**config.mk**
```make
export PLATFORM = sky130hd
export DESIGN_NAME = shortcut_fork_16_flat
export DESIGN_NICKNAME = d
export VERILOG_FILES = /design/src/rtl/shortcut_fork_16_if.sv /design/src/rtl/shortcut_fork_16.sv /design/src/flat_wrapper.sv
export SDC_FILE = /design/constraint.sdc
export NUM_CORES = 1
export LEC_CHECK = 0
export CORE_AREA = 5 5 606 608
export DETAILED_ROUTE_END_ITERATION = 10
export DIE_AREA = 0 0 611 613
export SYNTH_ARGS = -nofsm -noshare
export SYNTH_HDL_FRONTEND = slang
export SYNTH_SLANG_ARGS = --single-unit
export TNS_END_PERCENT = 30
```
**constraint.sdc**
```tcl
create_clock -name clk -period 25.3 [get_ports clk]
set_input_delay 5.06 -clock clk [delete_from_list [all_inputs] [get_ports clk]]
set_output_delay 5.06 -clock clk [all_outputs]
set_load 0.005 [all_outputs]
```
**src/rtl/shortcut_fork_16_if.sv**
```systemverilog
`default_nettype none
// ---------------------------------------------------------------------------
// shortcut_fork_16_if : source, layer-path and shortcut-path signals of
//                       shortcut_fork_16 (slave = fork, master = environment)
// Revision: 1.0
// ---------------------------------------------------------------------------
interface shortcut_fork_16_if #(
   parameter int LANES      = 16,
   parameter int DW         = 32,
   parameter int FIFO_DEPTH = 8,
   parameter int CNT_W      = $clog2(FIFO_DEPTH + 1)
);
   logic                       in_valid;
   logic                       in_ready;
   logic [LANES-1:0][DW-1:0]   d_in;
   logic                       layer_valid;
   logic [LANES-1:0][DW-1:0]   d_out_layer;
   logic                       short_cut_valid;
   logic [LANES-1:0][DW-1:0]   d_out_short_cut;
   logic                       layer_done;
   logic [CNT_W-1:0]           occupancy;
   logic                       o_sof;
   logic                       o_eof;
   logic                       err_underflow;

   modport master (
      output in_valid, d_in, layer_done,
      input  in_ready, layer_valid, d_out_layer, short_cut_valid,
             d_out_short_cut, occupancy, o_sof, o_eof, err_underflow
   );

   modport slave (
      input  in_valid, d_in, layer_done,
      output in_ready, layer_valid, d_out_layer, short_cut_valid,
             d_out_short_cut, occupancy, o_sof, o_eof, err_underflow
   );
endinterface
`default_nettype wire

```
**src/rtl/shortcut_fork_16.sv**
```systemverilog
`default_nettype none
// ---------------------------------------------------------------------------
// shortcut_fork_16 : forks a 16-lane fp32 stream to the layer path and the
//                    residual shortcut FIFOs with credit throttling and SOF/EOF.
// Option macro: SHORTCUT_FORK_FRAME_DRAIN_EN (block next frame until drained)
// Revision: 1.0
// ---------------------------------------------------------------------------
module shortcut_fork_16 #(
   parameter int LANES      = 16,
   parameter int DW         = 32,
   parameter int FIFO_DEPTH = 8,
   parameter int FRAME_LEN  = 1024,
   parameter int CNT_W      = $clog2(FIFO_DEPTH + 1)
) (
   input  wire logic            clk,
   input  wire logic            rst,
   shortcut_fork_16_if.slave    bus
);

   localparam int               BEAT_W    = (FRAME_LEN > 1) ? $clog2(FRAME_LEN) : 1;
   localparam logic [BEAT_W-1:0] LAST_BEAT = BEAT_W'(FRAME_LEN - 1);
   localparam logic [CNT_W-1:0]  DEPTH     = CNT_W'(FIFO_DEPTH);

`ifdef SHORTCUT_FORK_FRAME_DRAIN_EN
   typedef enum logic [1:0] {S_IDLE = 2'd0, S_STREAM = 2'd1, S_DRAIN = 2'd2} state_t;
   localparam state_t S_AFTER_EOF = S_DRAIN;
`else
   typedef enum logic [1:0] {S_IDLE = 2'd0, S_STREAM = 2'd1} state_t;
   localparam state_t S_AFTER_EOF = S_IDLE;
`endif

   state_t                    state_q, state_d;
   logic [BEAT_W-1:0]         beat_q, beat_d;
   logic [CNT_W-1:0]          occ_q, occ_d;
   logic                      err_q, err_d;
   logic                      sof_q, sof_d;
   logic                      eof_q, eof_d;
   logic                      valid_q;
   logic [LANES-1:0][DW-1:0]  data_q;
   logic                      w_drain;
   logic                      w_ready;
   logic                      w_accept;

`ifdef SHORTCUT_FORK_FRAME_DRAIN_EN
   assign w_drain = (state_q == S_DRAIN);
`else
   assign w_drain = 1'b0;
`endif

   // Ready depends only on registered state, never on layer_done.
   assign w_ready  = !rst && !w_drain && (occ_q < DEPTH);
   assign w_accept = bus.in_valid && w_ready;

   always_comb begin
      state_d = state_q;
      beat_d  = beat_q;
      sof_d   = 1'b0;
      eof_d   = 1'b0;
      case (state_q)
         S_IDLE: begin
            if (w_accept) begin
               sof_d = 1'b1;
               if (LAST_BEAT == '0) begin
                  eof_d   = 1'b1;
                  beat_d  = '0;
                  state_d = S_AFTER_EOF;
               end else begin
                  beat_d  = BEAT_W'(1);
                  state_d = S_STREAM;
               end
            end
         end
         S_STREAM: begin
            if (w_accept) begin
               if (beat_q == LAST_BEAT) begin
                  eof_d   = 1'b1;
                  beat_d  = '0;
                  state_d = S_AFTER_EOF;
               end else begin
                  beat_d  = beat_q + BEAT_W'(1);
               end
            end
         end
`ifdef SHORTCUT_FORK_FRAME_DRAIN_EN
         S_DRAIN: begin
            if (occ_q == '0) begin
               state_d = S_IDLE;
            end
         end
`endif
         default: state_d = S_IDLE;
      endcase
   end

   // Credit is taken at accept; a pop with nothing outstanding is an error.
   always_comb begin
      occ_d = occ_q;
      err_d = err_q;
      if (w_accept && !bus.layer_done) begin
         occ_d = occ_q + CNT_W'(1);
      end else if (!w_accept && bus.layer_done) begin
         if (occ_q == '0) begin
            err_d = 1'b1;
         end else begin
            occ_d = occ_q - CNT_W'(1);
         end
      end
   end

   always_ff @(posedge clk or posedge rst) begin
      if (rst) begin
         state_q <= S_IDLE;
         beat_q  <= '0;
         occ_q   <= '0;
         err_q   <= 1'b0;
         sof_q   <= 1'b0;
         eof_q   <= 1'b0;
         valid_q <= 1'b0;
         data_q  <= '0;
      end else begin
         state_q <= state_d;
         beat_q  <= beat_d;
         occ_q   <= occ_d;
         err_q   <= err_d;
         sof_q   <= sof_d;
         eof_q   <= eof_d;
         valid_q <= w_accept;
         if (w_accept) begin
            data_q <= bus.d_in;
         end
      end
   end

   assign bus.in_ready        = w_ready;
   assign bus.layer_valid     = valid_q;
   assign bus.short_cut_valid = valid_q;
   assign bus.d_out_layer     = data_q;
   assign bus.d_out_short_cut = data_q;
   assign bus.occupancy       = occ_q;
   assign bus.o_sof           = sof_q;
   assign bus.o_eof           = eof_q;
   assign bus.err_underflow   = err_q;

endmodule
`default_nettype wire

```
**src/flat_wrapper.sv**
```systemverilog
// flat-port wrapper written by rule: the top's interface ports become plain ports
module shortcut_fork_16_flat 
#(
   parameter int LANES      = 16,
   parameter int DW         = 32,
   parameter int FIFO_DEPTH = 8,
   parameter int FRAME_LEN  = 1024,
   parameter int CNT_W      = $clog2(FIFO_DEPTH + 1)
)
  (clk, rst, bus_in_valid, bus_d_in, bus_layer_done, bus_in_ready, bus_layer_valid, bus_d_out_layer, bus_short_cut_valid, bus_d_out_short_cut, bus_occupancy, bus_o_sof, bus_o_eof, bus_err_underflow);
  shortcut_fork_16_if #(.LANES(LANES), .DW(DW), .FIFO_DEPTH(FIFO_DEPTH), .CNT_W(CNT_W)) bus_i ();
  input  wire logic clk;
  input  wire logic rst;
  input wire logic [$bits(bus_i.in_valid)-1:0] bus_in_valid;
  input wire logic [$bits(bus_i.d_in)-1:0] bus_d_in;
  input wire logic [$bits(bus_i.layer_done)-1:0] bus_layer_done;
  output wire logic [$bits(bus_i.in_ready)-1:0] bus_in_ready;
  output wire logic [$bits(bus_i.layer_valid)-1:0] bus_layer_valid;
  output wire logic [$bits(bus_i.d_out_layer)-1:0] bus_d_out_layer;
  output wire logic [$bits(bus_i.short_cut_valid)-1:0] bus_short_cut_valid;
  output wire logic [$bits(bus_i.d_out_short_cut)-1:0] bus_d_out_short_cut;
  output wire logic [$bits(bus_i.occupancy)-1:0] bus_occupancy;
  output wire logic [$bits(bus_i.o_sof)-1:0] bus_o_sof;
  output wire logic [$bits(bus_i.o_eof)-1:0] bus_o_eof;
  output wire logic [$bits(bus_i.err_underflow)-1:0] bus_err_underflow;
  assign bus_i.in_valid = bus_in_valid;
  assign bus_i.d_in = bus_d_in;
  assign bus_i.layer_done = bus_layer_done;
  assign bus_in_ready = bus_i.in_ready;
  assign bus_layer_valid = bus_i.layer_valid;
  assign bus_d_out_layer = bus_i.d_out_layer;
  assign bus_short_cut_valid = bus_i.short_cut_valid;
  assign bus_d_out_short_cut = bus_i.d_out_short_cut;
  assign bus_occupancy = bus_i.occupancy;
  assign bus_o_sof = bus_i.o_sof;
  assign bus_o_eof = bus_i.o_eof;
  assign bus_err_underflow = bus_i.err_underflow;
  shortcut_fork_16 #(.LANES(LANES), .DW(DW), .FIFO_DEPTH(FIFO_DEPTH), .FRAME_LEN(FRAME_LEN), .CNT_W(CNT_W)) u_core (.clk(clk), .rst(rst), .bus(bus_i));
endmodule
```
# --- After elaboration in Yosys (flattened, before gate mapping) ---
# Cells that the tools add are included.
op_classes:
  addsub: 3
  magnitude_cmp: 1
  n_eq_ne: 6
  muxes: 16
  bitwise_logic: 1
  n_reduce_logical: 15
op_table:
  columns: ["cell", "n"]
  rows:
  - ["$mux W10", 3]
  - ["$pmux W10 S2", 1]
  - ["$mux W4", 3]
  - ["$add A10 B1 Y10 const B", 1]
  - ["$eq A10 B10 Y1 const B", 1]
  - ["$reduce_and A3 Y1", 3]
  - ["$ne A2 B1 Y1 const B", 4]
  - ["$mux W2", 3]
  - ["$mux W1", 5]
  - ["$add A4 B1 Y4 const B", 1]
  - ["$logic_and A1 B1 Y1", 4]
  - ["$logic_not A4 Y1", 1]
  - ["$lt A4 B4 Y1 const B", 1]
  - ["$pmux W2 S2", 1]
  - ["$reduce_bool A2 Y1", 2]
  - ["$sub A4 B1 Y4 const B", 1]
  - ["$logic_not A1 Y1", 3]
  - ["$eq A2 B1 Y1 const B", 1]
  - ["$logic_not A2 Y1", 1]
  - ["$reduce_and A2 Y1", 1]
  - ["$not A1 Y1", 1]
word_totals:
  regBits: 532
  input_bits: 516
  output_inout_bits: 1034
  word_cells: 65

# --- Depth between registers and ports, before layout ---
# Gate-level depths: netlist of run 1.
depth:
  word_depth: 7
  mapped_depth: 10
  mapped_depth_nobuf: 9

# --- Least setup slack after synthesis of run 1 ---
# Ideal clock, no wire load.
synth_timing:
  path_kind: "input to output"
  startpoint: "input rst"
  endpoint: "output bus_in_ready"
  t_arrival_ns: 5.155
  required_time_ns: 20.240
  slack_ns: 15.085
  stages: 1
  n_path_buf: 0
  cell_sequence: "nor2_1"
synth_via:
  elab_chain_len: 2
synth_rtl:
  columns: ["item", "line", "text"]
  rows:
  - ["start, declared", "flat_wrapper.sv:13", "input wire logic rst;"]
  - ["$logic_not A1 Y1 (no line)", null, null]
  - ["$logic_and A1 B1 Y1", "shortcut_fork_16.sv:51", "assign w_ready = !rst && !w_drain && (occ_q < DEPTH);"]
  - ["end, declared", "flat_wrapper.sv:17", "output wire logic [$bits(bus_i.in_ready)-1:0] bus_in_ready;"]
# No other way between the ends.

# --- Worst setup path after layout of run 1 ---
# Same ends and word-level chain as after synthesis.

==> impl_metrics.toml, run 1 <==
[run_status]
status = "complete, no violations"

[grt]
grt_max_degree = 131
grt_first_pass_wirelength_mm = 320.9
gr-usage-all-layers_pct = 13.95
grt_pass1_vias = 21700
overflow = 0
grt_antenna_before_repair = 88

[clock_network]
cts_root_buf = "clkbuf_16"
cts_buffers = 78
cts_setup_buffers = 0
ctsHoldBuffers = 0
h-tree-depth = 3
cts.path.max_buffers = 4
cts_tree = "done"
insertion_delay_ns = 0.77
post_cts_resized = 0
clock_sinks = 531
clkTransAtPathRegs_ns = 0.05

[power]
p_seq_share_pct = 27.1
p_int_mw = 3.484
swShare_pct = 47.30
power.net_switching_mw = 3.127
p_leak_nw = 18.32
p_clk_share_pct = 16.7
ir_worst_vdd_mv = 0.06843
powerDensity_nw_per_um2 = 151.0
combPwrFrac_pct = 56.2

[sta]
setup_ws_ns = 13.99
tightestPinTransition_ns = 1.107
finalCritPeriodShare_pct = 44.69
finalSetupTns_ns = 0
finalHoldViolations = 0
rsz0062_at_grt = "false"
setup_viol = 0
final.setup_skew_ns = 0.02510
min_period_ns = 11.31
drv_slew = 0
fmax_mhz = 88.45
maxSlewHeadroom_pct = 26.20

[setup_path]
critical_path.startpoint_type = "input port"
critPathLaunch = "rst"
slowest_stage = "clkdlybuf4s50_1"
crit_arrival_ns = 6.25
reg2reg_depth = 8
cp.depth = 3
worstSetupPathType = "input port to output pin"
worstPathRequired_ns = 20.24
crit_fanout = 3
r2r_start = "u_core.bus.occupancy[3]$_DFFE_PP0P_"
path_cells = "clkdlybuf4s50_1, nor2_1, clkdlybuf4s50_1"
cp-end-kind = "output pin"
crit_top_cell = "clkdlybuf4s50_1"
critical_path.max_stage_delay_ns = 0.53
cp_num_buf_inv = 2
crit_family = "buffers and inverters"

[yosys]
synth-async-reset-ratio_pct = 100.0
synth.top_cell.area_share_pct = 55.57
synth.largest_area_cell = "dfrtp_1"
synth_area_leaders = "dfrtp_1, nand2_1, buf_4"
synth_commonest_cells = "nand2_1, dfrtp_1, buf_4"
ys_warn_count = 0
synth.net_count = 3297
yosysMostFrequentCell = "nand2_1"
synth-main-ff-cell = "dfrtp_1"
syn_area_sq_um = 23910
synth_edf_count = 0
synthCells = 2775
avgSynthCellArea_sq_um = 8.617
yosysSeqAreaShare_pct = 55.57
yosysUniqueCellTypes = 32
synth_seq_cells = 531

[job]
cap_violations = 0

[final_layout]
final_net_count = 4322
layout-drive-gt1-share_pct = 3.817
multi_input_area_sq_um = 6255
seqCellArea_sq_um = 13290
fillers = 41450
design_area_sq_um = 43790
final_cells = 8674
area_growth_pct = 83.11

[detailed_routing]
top_layer = "met5"
vias = 22690
routed_wl_mm = 273.9
wl_per_cell_microns = 31.58
met1Wirelength_mm = 88.74
via_per_inst = 2.615
drc_errors = 0
drt-pass1-iter-count = 5
drt_iter0_drc = 1937
dr_wl_met2_mm = 132.0
antenna_left = 0
wl_met3_mm = 41.77

[placed_design]
gp_congestion = 0.9284
portBuffers = 1549
dp_cells = 8514
dp_slack_ns = 14.00
hpwl_mm = 245.0
place_area_sq_um = 41280

[floorplanning]
dieArea_sq_um = 374500
die_x_microns = 611
core_area_sq_um = 361100
io_pins = 1550
fp.dieH_microns = 613
rows = 221
initial_core_util_pct = 6.622

[hold_path]
hold_depth = 1
hp-start = "u_core.bus.err_underflow$_DFFE_PP0P_"
hp-class = "flip-flop to flip-flop"
-- area by class of cell --
type,count,area share [%]
sequential,531,30.35
antenna,29,0.1657
tap,4794,13.70
multi-input combinational,1609,14.28
clock inverter,24,0.6286
timing repair buffer,1574,35.86
inverter,6,0.08572
clock buffer,107,4.935
-- kinds of logic after synthesis --
family                     after synthesis  synth area share [%]
xor gates and xnor gates                 5                0.1832
buffers and inverters                  635                 18.29
and+or+nand+nor                       1575                 25.02
adders and majority gates                6                0.3453
muxes                                    2               0.09417
DFF                                    531                 55.57
AOI/OAI and AO/OA                       21                0.5076
-- worst reg2reg max path, stage by stage, from the launching register on --
cell     delay, ns
dfrtp_1       0.36
buf_4         0.21
or3b_4        0.53
inv_8         0.18
buf_4         0.49
buf_4         0.63
buf_4         0.84
nand2_1       0.25
nand2_1       0.11
-- per-stage QoR --
| stage | utilization, % | hold slack [ns] | total power [mW] |
|---|---|---|---|
| 4_1_cts | 12.10 | 0.4686 | 6.889 |
| 3_3_place_gp | 11.43 | 0.4479 | 5.709 |
| 3_5_place_dp | 11.43 | 0.4503 | 5.710 |
| 2_1_floorplan | - | 0.4510 | 2.654 |
| 5_1_grt | 12.12 | 0.4975 | 7.025 |
| 6_report | 12.13 | 0.4654 | 6.611 |
-- flip-flops by register name (all words and copies together), names as in the netlist --
name / count
u_core.state_q: 1
u_core.bus.err_underflow: 1
u_core.bus.o_eof: 1
u_core.bus.o_sof: 1
u_core.bus.occupancy: 4
u_core.bus.layer_valid: 1
u_core.bus.d_out_layer: 512
u_core.beat_q: 10
-- final timing paths --
kind | to | slack [ns]
max in group asynchronous | u_core.bus.d_out_layer[312]$_DFFE_PP0P_ | 17.86
worst min-delay path | u_core.bus.err_underflow$_DFFE_PP0P_ | 0.47
worst max-delay path | bus_in_ready | 13.99
worst max register to register | u_core.bus.d_out_layer[337]$_DFFE_PP0P_ | 21.61
min in group asynchronous | u_core.bus.d_out_layer[222]$_DFFE_PP0P_ | 4.81
worst min register to register | u_core.bus.err_underflow$_DFFE_PP0P_ | 0.47
-- routing by layer --
metal / vias up / GRT usage, %
met4: 12 / 4.920
met1: 11040 / 13.64
met5: - / 0
met3: 308 / 9.295
met2: 1346 / 23.54
li1: 9980 / -
-- placed cells by master (no fill, tap or decap), types with 4 or more instances in the layout --
cell             instances
clkdlybuf4s50_1       1547
nand2_1               1549
clkinvlp_4               4
nor2_1                   8
o21ai_0                  6
buf_4                   26
ha_1                     5
dfrtp_1                531
diode_2                 29
clkinv_2                 6
clkbuf_16               78
clkbuf_1                19
a21oi_1                  9
nand3_1                  4
inv_6                    7
clkbuf_8                10
inv_1                    4
bufinv_16                4
-- power groups by stage --
stage	logic, mW	registers (mW)	clock network (mW)
finish	3.71	1.79	1.10
global route	4.00	1.85	1.18
CTS	3.94	1.79	1.16
detailed placement	3.92	1.79	0
global placement	3.94	1.77	0
floorplan	1.04	1.61	0
(Power assumes the default switching activity.)
==> inputs of run 2 (changes only) <==
--- a/config.mk
+++ b/config.mk
@@ -5,9 +5,9 @@
 export SDC_FILE = /design/constraint.sdc
 export NUM_CORES = 1
 export LEC_CHECK = 0
-export CORE_AREA = 5 5 606 608
+export CORE_AREA = 5 5 604 606
 export DETAILED_ROUTE_END_ITERATION = 10
-export DIE_AREA = 0 0 611 613
+export DIE_AREA = 0 0 609 611
 export SYNTH_ARGS = -nofsm -noshare
 export SYNTH_HDL_FRONTEND = slang
 export SYNTH_SLANG_ARGS = --single-unit
==> constraint.sdc (replaced) <==
create_clock -name clk -period 9.3 [get_ports clk]
set_input_delay 1.86 -clock clk [delete_from_list [all_inputs] [get_ports clk]]
set_output_delay 1.86 -clock clk [all_outputs]
set_load 0.005 [all_outputs]
==> run 2 against run 1 <==
  * Critical path type unchanged
  * Cell count shrank 0.12%
  * Via count grew 0.63%
  * Highest routed layer unchanged
  * Setup slack lost 9.5 ns
  * Wire length grew 2.5%
==> impl_metrics.toml, run 2 (same netlist as run 1, synthesis figures left out) <==
[grt]
gr-usage-all-layers_pct = 14.40
overflow = 0
grt_max_degree = 181
grt_first_pass_wirelength_mm = 329.5
grt_antenna_before_repair = 104
grt_pass1_vias = 21740

[sta]
finalHoldViolations = 0
fmax_mhz = 207.7
tightestPinTransition_ns = 1.390
rsz0062_at_grt = "false"
final.setup_skew_ns = 0.04014
setup_viol = 0
finalCritPeriodShare_pct = 51.78
drv_slew = 0
setup_ws_ns = 4.485
min_period_ns = 4.815
maxSlewHeadroom_pct = 7.330
finalSetupTns_ns = 0

[power]
p_clk_share_pct = 16.9
p_int_mw = 9.530
powerDensity_nw_per_um2 = 414.6
combPwrFrac_pct = 55.8
power.net_switching_mw = 8.669
swShare_pct = 47.64
p_seq_share_pct = 27.3
p_leak_nw = 18.35
ir_worst_vdd_mv = 0.1656

[placed_design]
dp_slack_ns = 4.092
portBuffers = 1549
gp_congestion = 0.9316
hpwl_mm = 251.0

[detailed_routing]
via_per_inst = 2.635
drt_iter0_drc = 2163
antenna_left = 0
drt-pass1-iter-count = 5
wl_per_cell_microns = 32.39
routed_wl_mm = 280.6
drc_errors = 0
vias = 22830

[clock_network]
cts.path.max_buffers = 4
clock_sinks = 531
clkTransAtPathRegs_ns = 0.06
insertion_delay_ns = 0.77
cts_root_buf = "clkbuf_16"
cts_setup_buffers = 0
post_cts_resized = 0
cts_buffers = 80
h-tree-depth = 3
ctsHoldBuffers = 0
cts_tree = "done"

[setup_path]
reg2reg_depth = 6
crit_arrival_ns = 2.96
critPathLaunch = "rst"
cp.depth = 3
slowest_stage = "clkdlybuf4s50_1"
r2r_setup_slack_ns = 5.96
crit_end = "bus_in_ready"
cp_num_buf_inv = 2
r2r_end = "u_core.bus.d_out_layer[332]$_DFFE_PP0P_"
crit_family = "buffers and inverters"
critical_path.max_stage_delay_ns = 0.51
cp-end-kind = "output pin"
path_cells = "clkdlybuf4s50_1, nor2_1, clkdlybuf4s50_1"
worstSetupPathType = "input port to output pin"
r2r_start = "u_core.bus.occupancy[3]$_DFFE_PP0P_"
worstPathRequired_ns = 7.44
critical_path.startpoint_type = "input port"
crit_fanout = 3
crit_top_cell = "clkdlybuf4s50_1"

[final_layout]
layout-drive-gt1-share_pct = 3.896
largest_reg_flops = 512
mostFrequentLayoutCell = "nand2_1"
fillers = 41050
area_growth_pct = 83.57
final_net_count = 4320
final_cell_mix = "nand2_1, clkdlybuf4s50_1, dfrtp_1"

[floorplanning]
initial_core_util_pct = 6.672
dieArea_sq_um = 372100
fp.dieH_microns = 611
die_x_microns = 609
io_pins = 1550
rows = 220
core_area_sq_um = 358400

[run_status]
status = "complete, no violations"

[job]
cap_violations = 0

[hold_path]
hp-class = "flip-flop to flip-flop"
## run 2: worst register-to-register path: stages (launching register included)
cell	delay, ns
dfrtp_1	0.44
or3b_4	0.62
inv_8	0.44
buf_4	0.58
buf_4	0.82
nand2_1	0.27
nand2_1	0.09
## run 2: layer usage
| metal | GRT usage, % | part of all wire [%] |
|---|---|---|
| met4 | 3.801 | 3.2 |
| met2 | 24.94 | 49 |
| met5 | 0 | 0.040 |
| met1 | 14.70 | 34 |
| met3 | 8.517 | 14 |
## run 2: area by class of cell
cell class | instances | area, sq um | share of cell area [%]
Multi-Input combinational cell | 1609 | 6255 | 14.25
Clock inverter | 23 | 249.0 | 0.5672
Timing Repair Buffer | 1570 | 15720 | 35.81
Inverter | 6 | 33.78 | 0.07696
Clock buffer | 111 | 2280 | 5.193
Tap cell | 4773 | 5972 | 13.60
Sequential cell | 531 | 13290 | 30.27
Antenna cell | 41 | 102.6 | 0.2337
## run 2: through the flow
stage          power, mW  util (%)  cells  hold WS (ns)  instance area, sq um
5_1_grt            19.25     12.24   8650        0.4903                 43860
3_3_place_gp       15.68     11.51   8489        0.4457                 41270
6_report           18.20     12.25   8664        0.4679                 43900
2_1_floorplan      7.220         -   2775        0.4510                 23920
4_1_cts            18.95     12.22   8623        0.4763                 43790
3_5_place_dp       15.68     11.51   8489        0.4592                 41270
## run 2: how the worst min path moves through the flow
| stage | from | to | slack (ns) | cells after the start |
|---|---|---|---|---|
| 2_1_floorplan | u_core.bus.err_underflow$_DFFE_PP0P_ | u_core.bus.err_underflow$_DFFE_PP0P_ | 0.45 | 1 |
| 3_5_place_dp | u_core.bus.err_underflow$_DFFE_PP0P_ | u_core.bus.err_underflow$_DFFE_PP0P_ | 0.46 | 1 |
| 6_report | u_core.bus.err_underflow$_DFFE_PP0P_ | u_core.bus.err_underflow$_DFFE_PP0P_ | 0.47 | 1 |
| 5_1_grt | u_core.bus.err_underflow$_DFFE_PP0P_ | u_core.bus.err_underflow$_DFFE_PP0P_ | 0.49 | 1 |
| 4_1_cts | u_core.bus.err_underflow$_DFFE_PP0P_ | u_core.bus.err_underflow$_DFFE_PP0P_ | 0.48 | 1 |
| 3_3_place_gp | u_core.bus.err_underflow$_DFFE_PP0P_ | u_core.bus.err_underflow$_DFFE_PP0P_ | 0.45 | 1 |
## run 2: power groups by stage
stage	clock (mW)	sequential [mW]	combinational, mW
after floorplan	0	4.39	2.83
after global placement	0	4.92	10.8
after detailed placement	0	4.95	10.7
after CTS	3.22	4.95	10.8
after global routing	3.27	5.10	10.9
final	3.08	4.97	10.2
==> inputs of run 3 (changes only) <==
==> constraint.sdc (replaced) <==
create_clock -name clk -period 3.9 [get_ports clk]
set_input_delay 0.78 -clock clk [delete_from_list [all_inputs] [get_ports clk]]
set_output_delay 0.78 -clock clk [all_outputs]
set_load 0.005 [all_outputs]
==> run 3 against run 2 <==
  * Flip-flop and latch count is the same
  * Highest routed layer unchanged
  * First-iteration DRC count is 11% lower
  * Clock power rose by 130%
  * Count of clock-buffer cells in the layout fell by 7
  * Worst hold slack worse by 0.0029 ns
  * Critical path depth is 2 lower
  * Largest cell class unchanged
  * Via count is 0.62% higher
  * Critical path type is now flip-flop to output pin
  * Wire length increased by 0.20%
==> impl_metrics.toml, run 3 (same netlist as run 1, synthesis figures left out) <==
[detailed_routing]
met1Wirelength_mm = 97.14
top_layer = "met5"
wl_per_cell_microns = 32.47
routed_wl_mm = 281.2
vias = 22970
via_per_inst = 2.652
drc_errors = 0
drt_iter0_drc = 1918
wl_met3_mm = 36.63
antenna_left = 0
drt-pass1-iter-count = 5
dr_wl_met2_mm = 138.8

[grt]
gr-usage-all-layers_pct = 14.44
grt_first_pass_wirelength_mm = 330.9
grt_pass1_vias = 22100
grt_antenna_before_repair = 94
overflow = 0
grt_max_degree = 155

[hold_path]
hold_depth = 1
hp-start = "u_core.bus.err_underflow$_DFFE_PP0P_"
hp-class = "flip-flop to flip-flop"

[final_layout]
area_growth_pct = 83.91
seqCellArea_sq_um = 13290
layout-drive-gt1-share_pct = 4.502
mostFrequentLayoutCell = "nand2_1"
final_cell_mix = "nand2_1, clkdlybuf4s50_1, dfrtp_1"
final_net_count = 4338
utilization_pct = 12.27
multi_input_area_sq_um = 6255
fillers = 41110
largest_reg_flops = 512

[clock_network]
cts_buffers = 78
clock_sinks = 531
h-tree-depth = 3
post_cts_resized = 0
cts_root_buf = "clkbuf_16"
ctsHoldBuffers = 0
cts.path.max_buffers = 4
cts_setup_buffers = 0
cts_tree = "done"
clkTransAtPathRegs_ns = 0.06
insertion_delay_ns = 0.79

[setup_path]
cp_num_buf_inv = 1
reg2reg_depth = 9
worstSetupPathType = "flip-flop to output pin"
cp-end-kind = "output pin"
critPathLaunch = "u_core.bus.d_out_layer[155]$_DFFE_PP0P_"
critical_path.startpoint_type = "flip-flop"
path_cells = "clkdlybuf4s50_1"
cp.depth = 1
worstPathRequired_ns = 3.12
crit_fanout = 3
critical_path.max_stage_delay_ns = 1.20
crit_arrival_ns = 2.39
crit_family = "buffers and inverters"
r2r_start = "u_core.bus.occupancy[3]$_DFFE_PP0P_"
slowest_stage = "clkdlybuf4s50_1"

[floorplanning]
io_pins = 1550
rows = 220
core_area_sq_um = 358400
dieArea_sq_um = 372100
initial_core_util_pct = 6.672
fp.dieH_microns = 611
die_x_microns = 609

[sta]
hold_slack_ns = 0.4650
setup_viol = 0
tightestPinTransition_ns = 1.034
fmax_mhz = 315.9
finalSetupTns_ns = 0
finalHoldViolations = 0
maxSlewHeadroom_pct = 30.84
finalCritPeriodShare_pct = 81.16
min_period_ns = 3.165
final.setup_skew_ns = 0.03958
rsz0062_at_grt = "false"
drv_slew = 0

[job]
cap_violations = 0

[power]
p_leak_nw = 18.47
ir_worst_vdd_mv = 0.4754
powerDensity_nw_per_um2 = 981.9
power_mw = 43.18

[placed_design]
hpwl_mm = 252.2
gp_congestion = 0.9274
portBuffers = 1549

[run_status]
status = "complete, no violations"
==> run 3: changes by cell type in the layout (fill, tap and decap cells not counted), sizes merged <==
cell	before	now
clkinvlp	8	3
diode	41	22
clkinv	5	12
clkdlybuf4s50	1546	1538
clkbuf	111	104
buf	24	52
==> run 3: where the power goes <==
group	switching [mW]	leakage [nW]	internal (mW)
Combinational	14.0	10.7	10.3
Sequential	3.60	6.57	8.21
Clock	3.00	1.19	4.10
Total	20.6	18.5	22.6
==> run 3: path summary, 6_finish.rpt <==
check	endpoint	slack [ns]
hold reg to reg	u_core.bus.err_underflow$_DFFE_PP0P_	0.46
setup / recovery	bus_d_out_short_cut[155]	0.73
hold / removal	u_core.bus.err_underflow$_DFFE_PP0P_	0.46
setup reg to reg	u_core.bus.occupancy[3]$_DFFE_PP0P_	1.27
min in group asynchronous	u_core.bus.d_out_layer[454]$_DFFE_PP0P_	0.95
max in group asynchronous	u_core.bus.d_out_layer[187]$_DFFE_PP0P_	2.22
==> run 3: routing by layer <==
metal / vias up / track usage [%]
met5: - / 0
met4: 14 / 3.770
met3: 317 / 8.028
met2: 1351 / 25.04
met1: 11280 / 15.03
li1: 10010 / -
==> run 3: stage by stage <==
| stage | instances | worst slack, ns | area, sq um |
|---|---|---|---|
| 2_1_floorplan | 2775 | -4.098 | 23920 |
| 4_1_cts | 8638 | 0.6065 | 43920 |
| 6_report | 8660 | 0.7346 | 43980 |
| 3_3_place_gp | 8509 | 0.4862 | 41510 |
| 3_5_place_dp | 8509 | 0.4618 | 41510 |
| 5_1_grt | 8647 | 0.6258 | 43940 |
==> run 3: layout make-up <==
| class | count | share of cell area, % |
|---|---|---|
| clock buffer | 104 | 4.936 |
| inverter | 6 | 0.07682 |
| multi-input combinational | 1609 | 14.22 |
| antenna | 22 | 0.1252 |
| timing repair buffer | 1590 | 36.29 |
| sequential | 531 | 30.21 |
| clock inverter | 25 | 0.5520 |
| tap | 4773 | 13.58 |
==> run 3: worst reg2reg max path, stage by stage (launching register included) <==
cell and delay, ns:
dfrtp_1 0.44, or3b_4 0.48, inv_8 0.13, ha_1 0.20, inv_1 0.10, ha_1 0.33, a21oi_1 0.22, a211oi_1 0.11
a31oi_1 0.17, mux2_2 0.35
